### config.mk
export PLATFORM = sky130hd
export DESIGN_NAME = vga_timing_gen_flat
export DESIGN_NICKNAME = d
export VERILOG_FILES = /design/src/rtl/vga_timing_gen_pkg.sv /design/src/rtl/vga_timing_gen_if.sv /design/src/rtl/vga_axis_counter.sv /design/src/rtl/vga_timing_gen.sv /design/src/flat_wrapper.sv
export SDC_FILE = /design/constraint.sdc
export NUM_CORES = 1
export LEC_CHECK = 0
export ABC_AREA = 1
export CAP_MARGIN = 20
export CORE_MARGIN = 1
export CORE_UTILIZATION = 25
export CTS_CLUSTER_SIZE = 28
export DETAILED_ROUTE_END_ITERATION = 10
export PLACE_DENSITY = 0.43
export SYNTH_ARGS = -nofsm -noshare
export SYNTH_HDL_FRONTEND = slang
export SYNTH_SLANG_ARGS = --single-unit
export TNS_END_PERCENT = 30
### constraint.sdc
create_clock -name clk -period 1.89 [get_ports clk]
set_input_delay 0.4725 -clock clk [delete_from_list [all_inputs] [get_ports clk]]
set_output_delay 0.4725 -clock clk [all_outputs]
set_load 0.01 [all_outputs]
### src/rtl/vga_timing_gen_pkg.sv
// ---------------------------------------------------------------------------
// vga_timing_pkg
//   Shared raster constants for the 640x480@60 display path.
//   Default sync/porch widths, derived totals and visible-window bounds are
//   expressed in raw counter values (hCount=0 is the first hSync pixel), so
//   vga_bitchange can place sprites directly in these coordinates.
// ---------------------------------------------------------------------------
package vga_timing_pkg;

   // Counter width; both axis totals must fit in it.
   localparam int unsigned CNT_W     = 10;
   localparam int unsigned MAX_TOTAL = 1 << CNT_W;

   typedef logic [CNT_W-1:0] count_t;   // hCount / vCount
   typedef logic [CNT_W:0]   bound_t;   // bounds may reach MAX_TOTAL itself
   typedef logic [3:0]       div_t;     // pixel divider, CLK_DIV up to 16

   // 100 MHz board clock -> 25 MHz pixel clock.
   localparam int unsigned DEF_CLK_DIV   = 4;

   localparam int unsigned DEF_H_SYNC    = 96;
   localparam int unsigned DEF_H_BACK    = 48;
   localparam int unsigned DEF_H_VISIBLE = 640;
   localparam int unsigned DEF_H_FRONT   = 16;

   localparam int unsigned DEF_V_SYNC    = 2;
   localparam int unsigned DEF_V_BACK    = 33;
   localparam int unsigned DEF_V_VISIBLE = 480;
   localparam int unsigned DEF_V_FRONT   = 10;

   localparam int unsigned DEF_H_TOTAL =
      DEF_H_SYNC + DEF_H_BACK + DEF_H_VISIBLE + DEF_H_FRONT;   // 800
   localparam int unsigned DEF_V_TOTAL =
      DEF_V_SYNC + DEF_V_BACK + DEF_V_VISIBLE + DEF_V_FRONT;   // 525

   // Visible window: start inclusive, end exclusive.
   localparam int unsigned DEF_H_VIS_START = DEF_H_SYNC + DEF_H_BACK;          // 144
   localparam int unsigned DEF_H_VIS_END   = DEF_H_VIS_START + DEF_H_VISIBLE;  // 784
   localparam int unsigned DEF_V_VIS_START = DEF_V_SYNC + DEF_V_BACK;          // 35
   localparam int unsigned DEF_V_VIS_END   = DEF_V_VIS_START + DEF_V_VISIBLE;  // 515

endpackage

### src/rtl/vga_timing_gen_if.sv
// ---------------------------------------------------------------------------
// vga_timing_gen_if
//   Raster timing bundle from vga_timing_gen to its consumers.
//   hCount/vCount : raw counters (0 = start of sync)
//   hSync/vSync   : active-low sync pulses
//   bright        : pixel lies in the visible window
//   pix_en        : one-clk strobe per pixel period
//   line_start    : one-clk pulse when hCount becomes 0
//   frame_start   : one-clk pulse when (hCount,vCount) becomes (0,0)
//   modport master: timing generator; modport slave: renderer / game logic.
// ---------------------------------------------------------------------------
interface vga_timing_gen_if;

   vga_timing_pkg::count_t hCount;
   vga_timing_pkg::count_t vCount;
   logic                   hSync;
   logic                   vSync;
   logic                   bright;
   logic                   pix_en;
   logic                   line_start;
   logic                   frame_start;

   modport master (
      output hCount, vCount, hSync, vSync, bright, pix_en, line_start, frame_start
   );

   modport slave (
      input  hCount, vCount, hSync, vSync, bright, pix_en, line_start, frame_start
   );

endinterface

### src/rtl/vga_axis_counter.sv
// ---------------------------------------------------------------------------
// vga_axis_counter
//   One raster axis: counts 0..TOTAL-1 in the order sync, back porch,
//   visible, front porch, advancing only when adv_i is high.
//   Ports:
//     clk_i, rst_n_i : clock, asynchronous active-low reset
//     adv_i          : advance the count this cycle
//     count_o        : current count (registered)
//     last_o         : count_o == TOTAL-1 (next advance wraps to 0)
//     sync_n_o       : active-low sync decode (registered)
//     active_o       : visible-window decode (registered)
//   Decodes are registered from the next-count value so they change on the
//   same edge as count_o, with no skew against it.
// ---------------------------------------------------------------------------
module vga_axis_counter
   import vga_timing_pkg::*;
#(
   parameter int unsigned SYNC    = DEF_H_SYNC,
   parameter int unsigned BACK    = DEF_H_BACK,
   parameter int unsigned VISIBLE = DEF_H_VISIBLE,
   parameter int unsigned FRONT   = DEF_H_FRONT
) (
   input  logic   clk_i,
   input  logic   rst_n_i,
   input  logic   adv_i,
   output count_t count_o,
   output logic   last_o,
   output logic   sync_n_o,
   output logic   active_o
);

   localparam int unsigned TOTAL = SYNC + BACK + VISIBLE + FRONT;

   if (TOTAL > MAX_TOTAL || TOTAL < 2) begin : g_bad_total
      $error("vga_axis_counter: axis total %0d outside 2..%0d", TOTAL, MAX_TOTAL);
   end

   localparam count_t LAST      = count_t'(TOTAL - 1);
   localparam bound_t SYNC_END  = bound_t'(SYNC);
   localparam bound_t VIS_START = bound_t'(SYNC + BACK);
   localparam bound_t VIS_END   = bound_t'(SYNC + BACK + VISIBLE);

   count_t count_q, count_d;
   logic   sync_n_q, sync_n_d;
   logic   active_q, active_d;
   logic   last;

   assign last = (count_q == LAST);

   always_comb begin
      count_d = count_q;
      if (adv_i) begin
         count_d = last ? '0 : count_q + count_t'(1);
      end
      sync_n_d = ({1'b0, count_d} >= SYNC_END);
      active_d = ({1'b0, count_d} >= VIS_START) && ({1'b0, count_d} < VIS_END);
   end

   // Reset puts the axis at 0 with sync asserted (0 lies inside the pulse).
   always_ff @(posedge clk_i or negedge rst_n_i) begin
      if (!rst_n_i) begin
         count_q  <= '0;
         sync_n_q <= 1'b0;
         active_q <= 1'b0;
      end else begin
         count_q  <= count_d;
         sync_n_q <= sync_n_d;
         active_q <= active_d;
      end
   end

   assign count_o  = count_q;
   assign last_o   = last;
   assign sync_n_o = sync_n_q;
   assign active_o = active_q;

endmodule

### src/rtl/vga_timing_gen.sv
// ---------------------------------------------------------------------------
// vga_timing_gen
//   Raster timing generator for the VGA output path.
//   Divides clk by CLK_DIV into a pixel strobe, runs the horizontal and
//   vertical axis counters on it, and emits line/frame pulses for game logic.
//   Ports:
//     clk   : system clock (100 MHz)
//     reset : asynchronous active-low reset (0 = in reset)
//     vga   : vga_timing_gen_if master (hCount, vCount, hSync, vSync,
//             bright, pix_en, line_start, frame_start)
//   Every output comes from a flop (bright is the AND of two flops); there is
//   no combinational path from any input.
// ---------------------------------------------------------------------------
module vga_timing_gen
   import vga_timing_pkg::*;
#(
   parameter int unsigned CLK_DIV   = DEF_CLK_DIV,
   parameter int unsigned H_SYNC    = DEF_H_SYNC,
   parameter int unsigned H_BACK    = DEF_H_BACK,
   parameter int unsigned H_VISIBLE = DEF_H_VISIBLE,
   parameter int unsigned H_FRONT   = DEF_H_FRONT,
   parameter int unsigned V_SYNC    = DEF_V_SYNC,
   parameter int unsigned V_BACK    = DEF_V_BACK,
   parameter int unsigned V_VISIBLE = DEF_V_VISIBLE,
   parameter int unsigned V_FRONT   = DEF_V_FRONT
) (
   input  logic             clk,
   input  logic             reset,
   vga_timing_gen_if.master vga
);

   localparam int unsigned H_TOTAL = H_SYNC + H_BACK + H_VISIBLE + H_FRONT;
   localparam int unsigned V_TOTAL = V_SYNC + V_BACK + V_VISIBLE + V_FRONT;

   if (CLK_DIV < 1 || CLK_DIV > 16) begin : g_bad_div
      $error("vga_timing_gen: CLK_DIV %0d outside 1..16", CLK_DIV);
   end
   if (H_TOTAL > MAX_TOTAL) begin : g_bad_h
      $error("vga_timing_gen: H_TOTAL %0d exceeds %0d", H_TOTAL, MAX_TOTAL);
   end
   if (V_TOTAL > MAX_TOTAL) begin : g_bad_v
      $error("vga_timing_gen: V_TOTAL %0d exceeds %0d", V_TOTAL, MAX_TOTAL);
   end

   localparam div_t DIV_LAST = div_t'(CLK_DIV - 1);

   div_t   div_q, div_d;
   logic   pix_en_q, pix_en_d;
   logic   line_start_q, line_start_d;
   logic   frame_start_q, frame_start_d;

   count_t h_count, v_count;
   logic   h_last, v_last;
   logic   h_sync_n, v_sync_n;
   logic   h_active, v_active;
   logic   v_adv;

   // Vertical axis steps on the pixel that wraps the horizontal axis.
   assign v_adv = pix_en_q & h_last;

   vga_axis_counter #(
      .SYNC    (H_SYNC),
      .BACK    (H_BACK),
      .VISIBLE (H_VISIBLE),
      .FRONT   (H_FRONT)
   ) u_h_axis (
      .clk_i    (clk),
      .rst_n_i  (reset),
      .adv_i    (pix_en_q),
      .count_o  (h_count),
      .last_o   (h_last),
      .sync_n_o (h_sync_n),
      .active_o (h_active)
   );

   vga_axis_counter #(
      .SYNC    (V_SYNC),
      .BACK    (V_BACK),
      .VISIBLE (V_VISIBLE),
      .FRONT   (V_FRONT)
   ) u_v_axis (
      .clk_i    (clk),
      .rst_n_i  (reset),
      .adv_i    (v_adv),
      .count_o  (v_count),
      .last_o   (v_last),
      .sync_n_o (v_sync_n),
      .active_o (v_active)
   );

   // pix_en is registered from the next divider value, so it is high exactly
   // while div_q == CLK_DIV-1. With CLK_DIV=1 div_d is always 0 and pix_en
   // stays high from the first edge after reset release.
   always_comb begin
      div_d         = (div_q == DIV_LAST) ? '0 : div_q + div_t'(1);
      pix_en_d      = (div_d == DIV_LAST);
      line_start_d  = v_adv;
      frame_start_d = v_adv & v_last;
   end

   always_ff @(posedge clk or negedge reset) begin
      if (!reset) begin
         div_q         <= '0;
         pix_en_q      <= 1'b0;
         line_start_q  <= 1'b0;
         frame_start_q <= 1'b0;
      end else begin
         div_q         <= div_d;
         pix_en_q      <= pix_en_d;
         line_start_q  <= line_start_d;
         frame_start_q <= frame_start_d;
      end
   end

   assign vga.hCount      = h_count;
   assign vga.vCount      = v_count;
   assign vga.hSync       = h_sync_n;
   assign vga.vSync       = v_sync_n;
   assign vga.bright      = h_active & v_active;
   assign vga.pix_en      = pix_en_q;
   assign vga.line_start  = line_start_q;
   assign vga.frame_start = frame_start_q;

endmodule

### src/flat_wrapper.sv
// flat-port wrapper written by rule: the top's interface ports become plain ports
module vga_timing_gen_flat import vga_timing_pkg::*;
#(
   parameter int unsigned CLK_DIV   = DEF_CLK_DIV,
   parameter int unsigned H_SYNC    = DEF_H_SYNC,
   parameter int unsigned H_BACK    = DEF_H_BACK,
   parameter int unsigned H_VISIBLE = DEF_H_VISIBLE,
   parameter int unsigned H_FRONT   = DEF_H_FRONT,
   parameter int unsigned V_SYNC    = DEF_V_SYNC,
   parameter int unsigned V_BACK    = DEF_V_BACK,
   parameter int unsigned V_VISIBLE = DEF_V_VISIBLE,
   parameter int unsigned V_FRONT   = DEF_V_FRONT
)
  (clk, reset, vga_hCount, vga_vCount, vga_hSync, vga_vSync, vga_bright, vga_pix_en, vga_line_start, vga_frame_start);
  vga_timing_gen_if vga_i ();
  input  logic clk;
  input  logic reset;
  output wire logic [$bits(vga_i.hCount)-1:0] vga_hCount;
  output wire logic [$bits(vga_i.vCount)-1:0] vga_vCount;
  output wire logic [$bits(vga_i.hSync)-1:0] vga_hSync;
  output wire logic [$bits(vga_i.vSync)-1:0] vga_vSync;
  output wire logic [$bits(vga_i.bright)-1:0] vga_bright;
  output wire logic [$bits(vga_i.pix_en)-1:0] vga_pix_en;
  output wire logic [$bits(vga_i.line_start)-1:0] vga_line_start;
  output wire logic [$bits(vga_i.frame_start)-1:0] vga_frame_start;
  assign vga_hCount = vga_i.hCount;
  assign vga_vCount = vga_i.vCount;
  assign vga_hSync = vga_i.hSync;
  assign vga_vSync = vga_i.vSync;
  assign vga_bright = vga_i.bright;
  assign vga_pix_en = vga_i.pix_en;
  assign vga_line_start = vga_i.line_start;
  assign vga_frame_start = vga_i.frame_start;
  vga_timing_gen #(.CLK_DIV(CLK_DIV), .H_SYNC(H_SYNC), .H_BACK(H_BACK), .H_VISIBLE(H_VISIBLE), .H_FRONT(H_FRONT), .V_SYNC(V_SYNC), .V_BACK(V_BACK), .V_VISIBLE(V_VISIBLE), .V_FRONT(V_FRONT)) u_core (.clk(clk), .reset(reset), .vga(vga_i));
endmodule
Word level (Yosys, flattened, before mapping)
Index checks and enable logic that the tools add are counted.

word-level totals
  register bits = 31
  input port bits = 2
  word-level logic and storage cells = 33

cells by class
  reduce and logical (&&, ||, !) cells = 2
  bitwise gates (word level) = 3
  mux-type cells = 5
  add/subtract/negate cells = 3
  order comparisons = 6
  equal/unequal tests = 4

operators by type and width
  cell                                                                                   count
  10-bit two-way mux                                                                     4
  10-bit by 1-bit adder with 10-bit output (second input constant)                       2
  10-bit equality test (second input constant)                                           2
  10-bit less-than comparator (second input constant)                                    2
  10-bit by 2-bit greater-or-equal comparator with 1-bit output (second input constant)  1
  10-bit by 6-bit greater-or-equal comparator with 1-bit output (second input constant)  1
  10-bit by 7-bit greater-or-equal comparator with 1-bit output (second input constant)  1
  10-bit by 8-bit greater-or-equal comparator with 1-bit output (second input constant)  1
  4-bit by 2-bit equality test with 1-bit output (second input constant)                 2
  4-bit by 1-bit adder with 4-bit output (second input constant)                         1
  4-bit two-way mux                                                                      1
  1-bit bitwise AND                                                                      3
  1-bit logical AND                                                                      2

Logic depth before layout (Yosys ltp)
  depth in word-level cells = 5
  mapped depth = 15
  gate-level depth less buffers = 15

By module
A second synthesis with hierarchy kept.

second synthesis, totals
  cell total of the unflattened synthesis = 251
  area, all modules = 1,841.8 um^2

by module, submodules not included
  module                              seq. area each (um^2)  cells each  instances  area each (um^2)
  vga_axis_counter (u_core.u_v_axis)  300.3                  116         1          814.5
  vga_axis_counter (u_core.u_h_axis)  300.3                  101         1          720.7
  vga_timing_gen                      175.2                  34          1          306.5

Least setup slack after synthesis
OpenSTA, ideal clock, no wires.

  path kind = flip-flop to flip-flop
  from = register u_core.u_h_axis.count_q[0] (netlist: u_core.u_h_axis.count_o[0])
  to = register u_core.u_v_axis.active_q (netlist: u_core.u_v_axis.active_o)
  buffers on the path = 0
  arrival = 1.559 ns
  period minus slack after synthesis = 1.672 ns
  library setup time = 0.113 ns
  slack = 0.218 ns
  required time = 1.777 ns
  stages on the path, launching flop included = 13
  cell sequence = dfrtp_1 ha_1 nand2_2 nor2_8 inv_4 nor2_8 nand3_2 nand2_1 nand2_1 nor2_1 nand2_1 nand2_1 inv_1

between the ends
  word-level cells in the longest chain between the ends = 5
  elaborated cells on any way between the ends = 6

ends and longest elaborated chain
  item                                                                                                          RTL line                source
  start: declaration                                                                                            vga_axis_counter.sv:43  count_t count_q, count_d;
  start signal: assignment                                                                                      vga_axis_counter.sv:66  count_q <= count_d;
  10-bit equality test *                                                                                        vga_axis_counter.sv:48  assign last = (count_q == LAST);
  1-bit bitwise AND *                                                                                           vga_timing_gen.sv:59    assign v_adv = pix_en_q & h_last;
  named net u_core.line_start_d                                                                                 vga_timing_gen.sv:49    logic line_start_q, line_start_d;
  10-bit two-way mux *                                                                                          vga_axis_counter.sv:52  if (adv_i) begin
  10-bit by 6-bit greater-or-equal comparator with 1-bit output or 10-bit less-than comparator (tied branches)  vga_axis_counter.sv:56  active_d = ({1'b0, count_d} >= VIS_START) && ({1'b0, count_d} < VIS_END);
  1-bit logical AND *                                                                                           vga_axis_counter.sv:56
  named net u_core.u_v_axis.active_d                                                                            vga_axis_counter.sv:45  logic active_q, active_d;
  end signal: assignment                                                                                        vga_axis_counter.sv:68  active_q <= active_d;
  end: declaration                                                                                              vga_axis_counter.sv:45

The timed path passes the listed nets; every way through them passes the cells marked *.

Worst setup path in the final report
  from = register u_core.pix_en_q (netlist: u_core.vga.pix_en)
  to = output port vga_pix_en

RTL lines
  item                      RTL line               source
  start: declaration        vga_timing_gen.sv:48   logic pix_en_q, pix_en_d;
  start signal: assignment  vga_timing_gen.sv:109  pix_en_q <= pix_en_d;
  end: declaration          flat_wrapper.sv:23     output wire logic [$bits(vga_i.pix_en)-1:0] vga_pix_en;

No word-level cell between the ends.

==> qor.yml <==
status:
  status: "completed"
cells_and_area:
  final_util_pct: 34.27
  drive_gt1_share_pct: 22.53
  layout.cells.non_filler: 392
  nets: 299
  filler_cell_count: 776
  area_growth_pct: 31.76
  antennaDiodeCount: 0
floorplanning:
  die_y_um: 89.34
  dieArea_mm2: 0.007981
  rows: 31
  initial_utilization_pct: 26.01
  die_w_um: 89.34
  core_region_area_mm2: 0.007331
  ios: 28
grt:
  antenna_found_initial: 0
  use_met2_pct: 19.71
  grt_pass1_vias: 1576
  grt-ovfl-total: 0
  gr-usage-all-layers_pct: 12.98
  grtUsageMet1_pct: 18.00
  busiest_layer: "met2"
  grt_pass1_wl_um: 7638
  grt_max_degree: 32
  use_met3_pct: 3.232
synth:
  yosysWarnings: 0
  yosysSeqAreaShare_pct: 40.68
  yosys_register_bits: 31
  synthesis.area_mm2: 0.001907
  synth_cells: 245
  synth_nets: 252
  syn_area_per_cell_um2: 7.783
  yosys.cell_types.count: 23
worst_setup_path:
  crit_buf_inv: 1
  start_kind: "flop"
  path_cells: "clkdlybuf4s50_1"
  slowest_delay_ps: 580
  path_class: "flop to output pin"
  critPathTopFamily: "buffers and inverters"
  critPathCaptureType: "output pin"
  cp.arrival_ps: 1350
  worstPathRequired_ps: 1420
  crit_fanout: 9
  cp_slowest_cell: "clkdlybuf4s50_1"
drt:
  drc: 0
  wirelength_um: 4639
  drtIter0Drc: 49
  avgViaCountPerCell: 4.099
  wire_per_inst_um: 11.83
  antenna_left: 0
  vias: 1607
  drtPass1Iterations: 6
placement:
  dp.cells: 382
  dp_hpwl_um: 3573
  placement.io_buffers: 27
  place_ws_ps: 23.75
  gp_congestion: 0.7522
timing:
  drv_slew: 0
  tns_ps: 0
  setup_viol: 0
  max_freq_mhz: 547.2
  relSlewSlack_pct: 71.75
  skew_ps: 10.48
  timing.final.ws_setup_ps: 62.60
  rsz0062_at_grt: "yes"
  finalCritPeriodShare_pct: 96.69
  hold_violations: 0
  worstMarginPinSlew_ps: 423.8
  min_period_ps: 1827
hold_path:
  hold_path.class: "flop to flop"
clocking:
  clock_latency_ps: 290
  root_buffer: "clkbuf_8"
  cts_buffers: 5
  numClockSinks: 31
  clk_path_buf_depth: 2
  cts_max_level: 2
  path_clk_slew_ps: 80
  hold_buffers: 0
  cts_tree: "done"
pwr:
  p_leak_nw: 1.278
  peakVddDrop_uv: 323.6
  power_per_cell_area_mw_per_mm2: 490.2
run:
  cap_violations: 0
## power breakdown
group          total, mW  internal, mW  switching [mW]
Clock              0.552         0.263           0.289
Combinational     0.0167       0.00315          0.0135
Sequential         0.663         0.663               0
## synth_stat cells
cell type / count / area [µm²]
nand2_1: 75 / 281.5
inv_1: 36 / 135.1
dfrtp_1: 31 / 775.7
nor2_1: 24 / 90.09
nand3_1: 15 / 75.07
nand2_2: 7 / 43.79
nand3_2: 6 / 60.06
nand4_1: 6 / 37.54
nor2_2: 6 / 37.54
nor2_4: 6 / 67.56
a21oi_1: 5 / 25.02
ha_1: 5 / 62.56
inv_2: 5 / 18.77
xor2_1: 5 / 43.79
o21ai_0: 3 / 15.01
nand4_4: 2 / 42.54
nor2_8: 2 / 40.04
a31oi_1: 1 / 6.260
buf_4: 1 / 7.510
inv_4: 1 / 6.260
nand2_4: 1 / 11.26
nand3b_1: 1 / 7.510
xor2_2: 1 / 16.27
## path summary, 6_finish.rpt
path                                                  from                          to  slack, ps  depth (start not counted)
worst min-delay path                       u_core.div_q[0]             u_core.div_q[0]        490                          1
worst max register to register  u_core.u_h_axis.count_o[1]    u_core.u_v_axis.active_o        120                         14
max in group asynchronous                            reset  u_core.u_v_axis.count_o[2]        980                          2
worst max-delay path                     u_core.vga.pix_en                  vga_pix_en         60                          1
min in group asynchronous                            reset  u_core.u_v_axis.count_o[7]        580                          2
worst min register to register             u_core.div_q[0]             u_core.div_q[0]        490                          1
## logic make-up after synthesis
| logic type | count (synthesis) | share of synthesized area (%) |
|---|---|---|
| AND/OR/NAND/NOR | 151 | 41.67 |
| adder cells (fa/ha/maj) | 5 | 3.281 |
| buffers and inverters | 43 | 8.793 |
| flip-flops | 31 | 40.68 |
| AO/OA/AOI/OAI | 9 | 2.428 |
| XOR/XNOR | 6 | 3.150 |
## layer usage
layer | part of all wire (%) | routed length (µm) | vias up
met3 | 2.8 | 128 | 2
li1 | - | - | 843
met5 | 0 | 0 | -
met2 | 45 | 2090 | 20
met1 | 51 | 2376 | 742
met4 | 0.95 | 44 | 0
## sequential cells by signal, summed over array words and instances (netlist names)
name	count
u_core.u_v_axis.count_o	10
u_core.u_v_axis.sync_n_o	1
u_core.u_h_axis.count_o	10
u_core.u_h_axis.active_o	1
u_core.vga.pix_en	1
u_core.u_v_axis.active_o	1
u_core.u_h_axis.sync_n_o	1
u_core.div_q	4
u_core.vga.frame_start	1
u_core.vga.line_start	1
## cell usage in the layout (no fill, tap or decap), types with 2 or more instances in the layout
cell type,instances
inv_2,5
clkinvlp_4,2
a21oi_1,5
dlymetal6s2s_1,3
o21ai_0,3
ha_1,4
buf_4,14
xor2_1,5
nand4_1,6
dfrtp_2,3
nand3_2,6
nor2_8,2
nand3_1,15
nor2_4,6
dfrtp_1,28
clkdlybuf4s50_1,24
nand2_2,8
nand2_1,74
inv_1,36
clkbuf_8,5
nor2_1,22
nand4_4,2
nor2_2,8
## repair_timing
item | 4_1_cts | 5_1_grt
endpoints found under the setup margin | 2 | 8
cloned | 0 | 0
pin swaps | 0 | 2
gates resized for setup | 1 | 9
setup buffers | 0 | 2
## through the flow
step                power [mW]  hold WS, ps  instance area, µm²
floorplan               0.6760        176.9                1907
global placement        0.6944        481.3                2384
detailed placement      0.6941        474.5                2384
CTS                      1.252        488.1                2477
global route             1.284        513.5                2512
finish                   1.231        487.0                2512
## cell type report
cell class | instances | area (µm²) | area share [%]
Clock buffer | 5 | 68.82 | 2.739
Tap cell | 99 | 123.9 | 4.930
Clock inverter | 3 | 23.77 | 0.9462
Inverter | 42 | 160.2 | 6.375
Sequential cell | 31 | 779.5 | 31.03
Timing Repair Buffer | 41 | 382.9 | 15.24
Multi-Input combinational cell | 171 | 973.4 | 38.75
(Power assumes the default switching activity.)
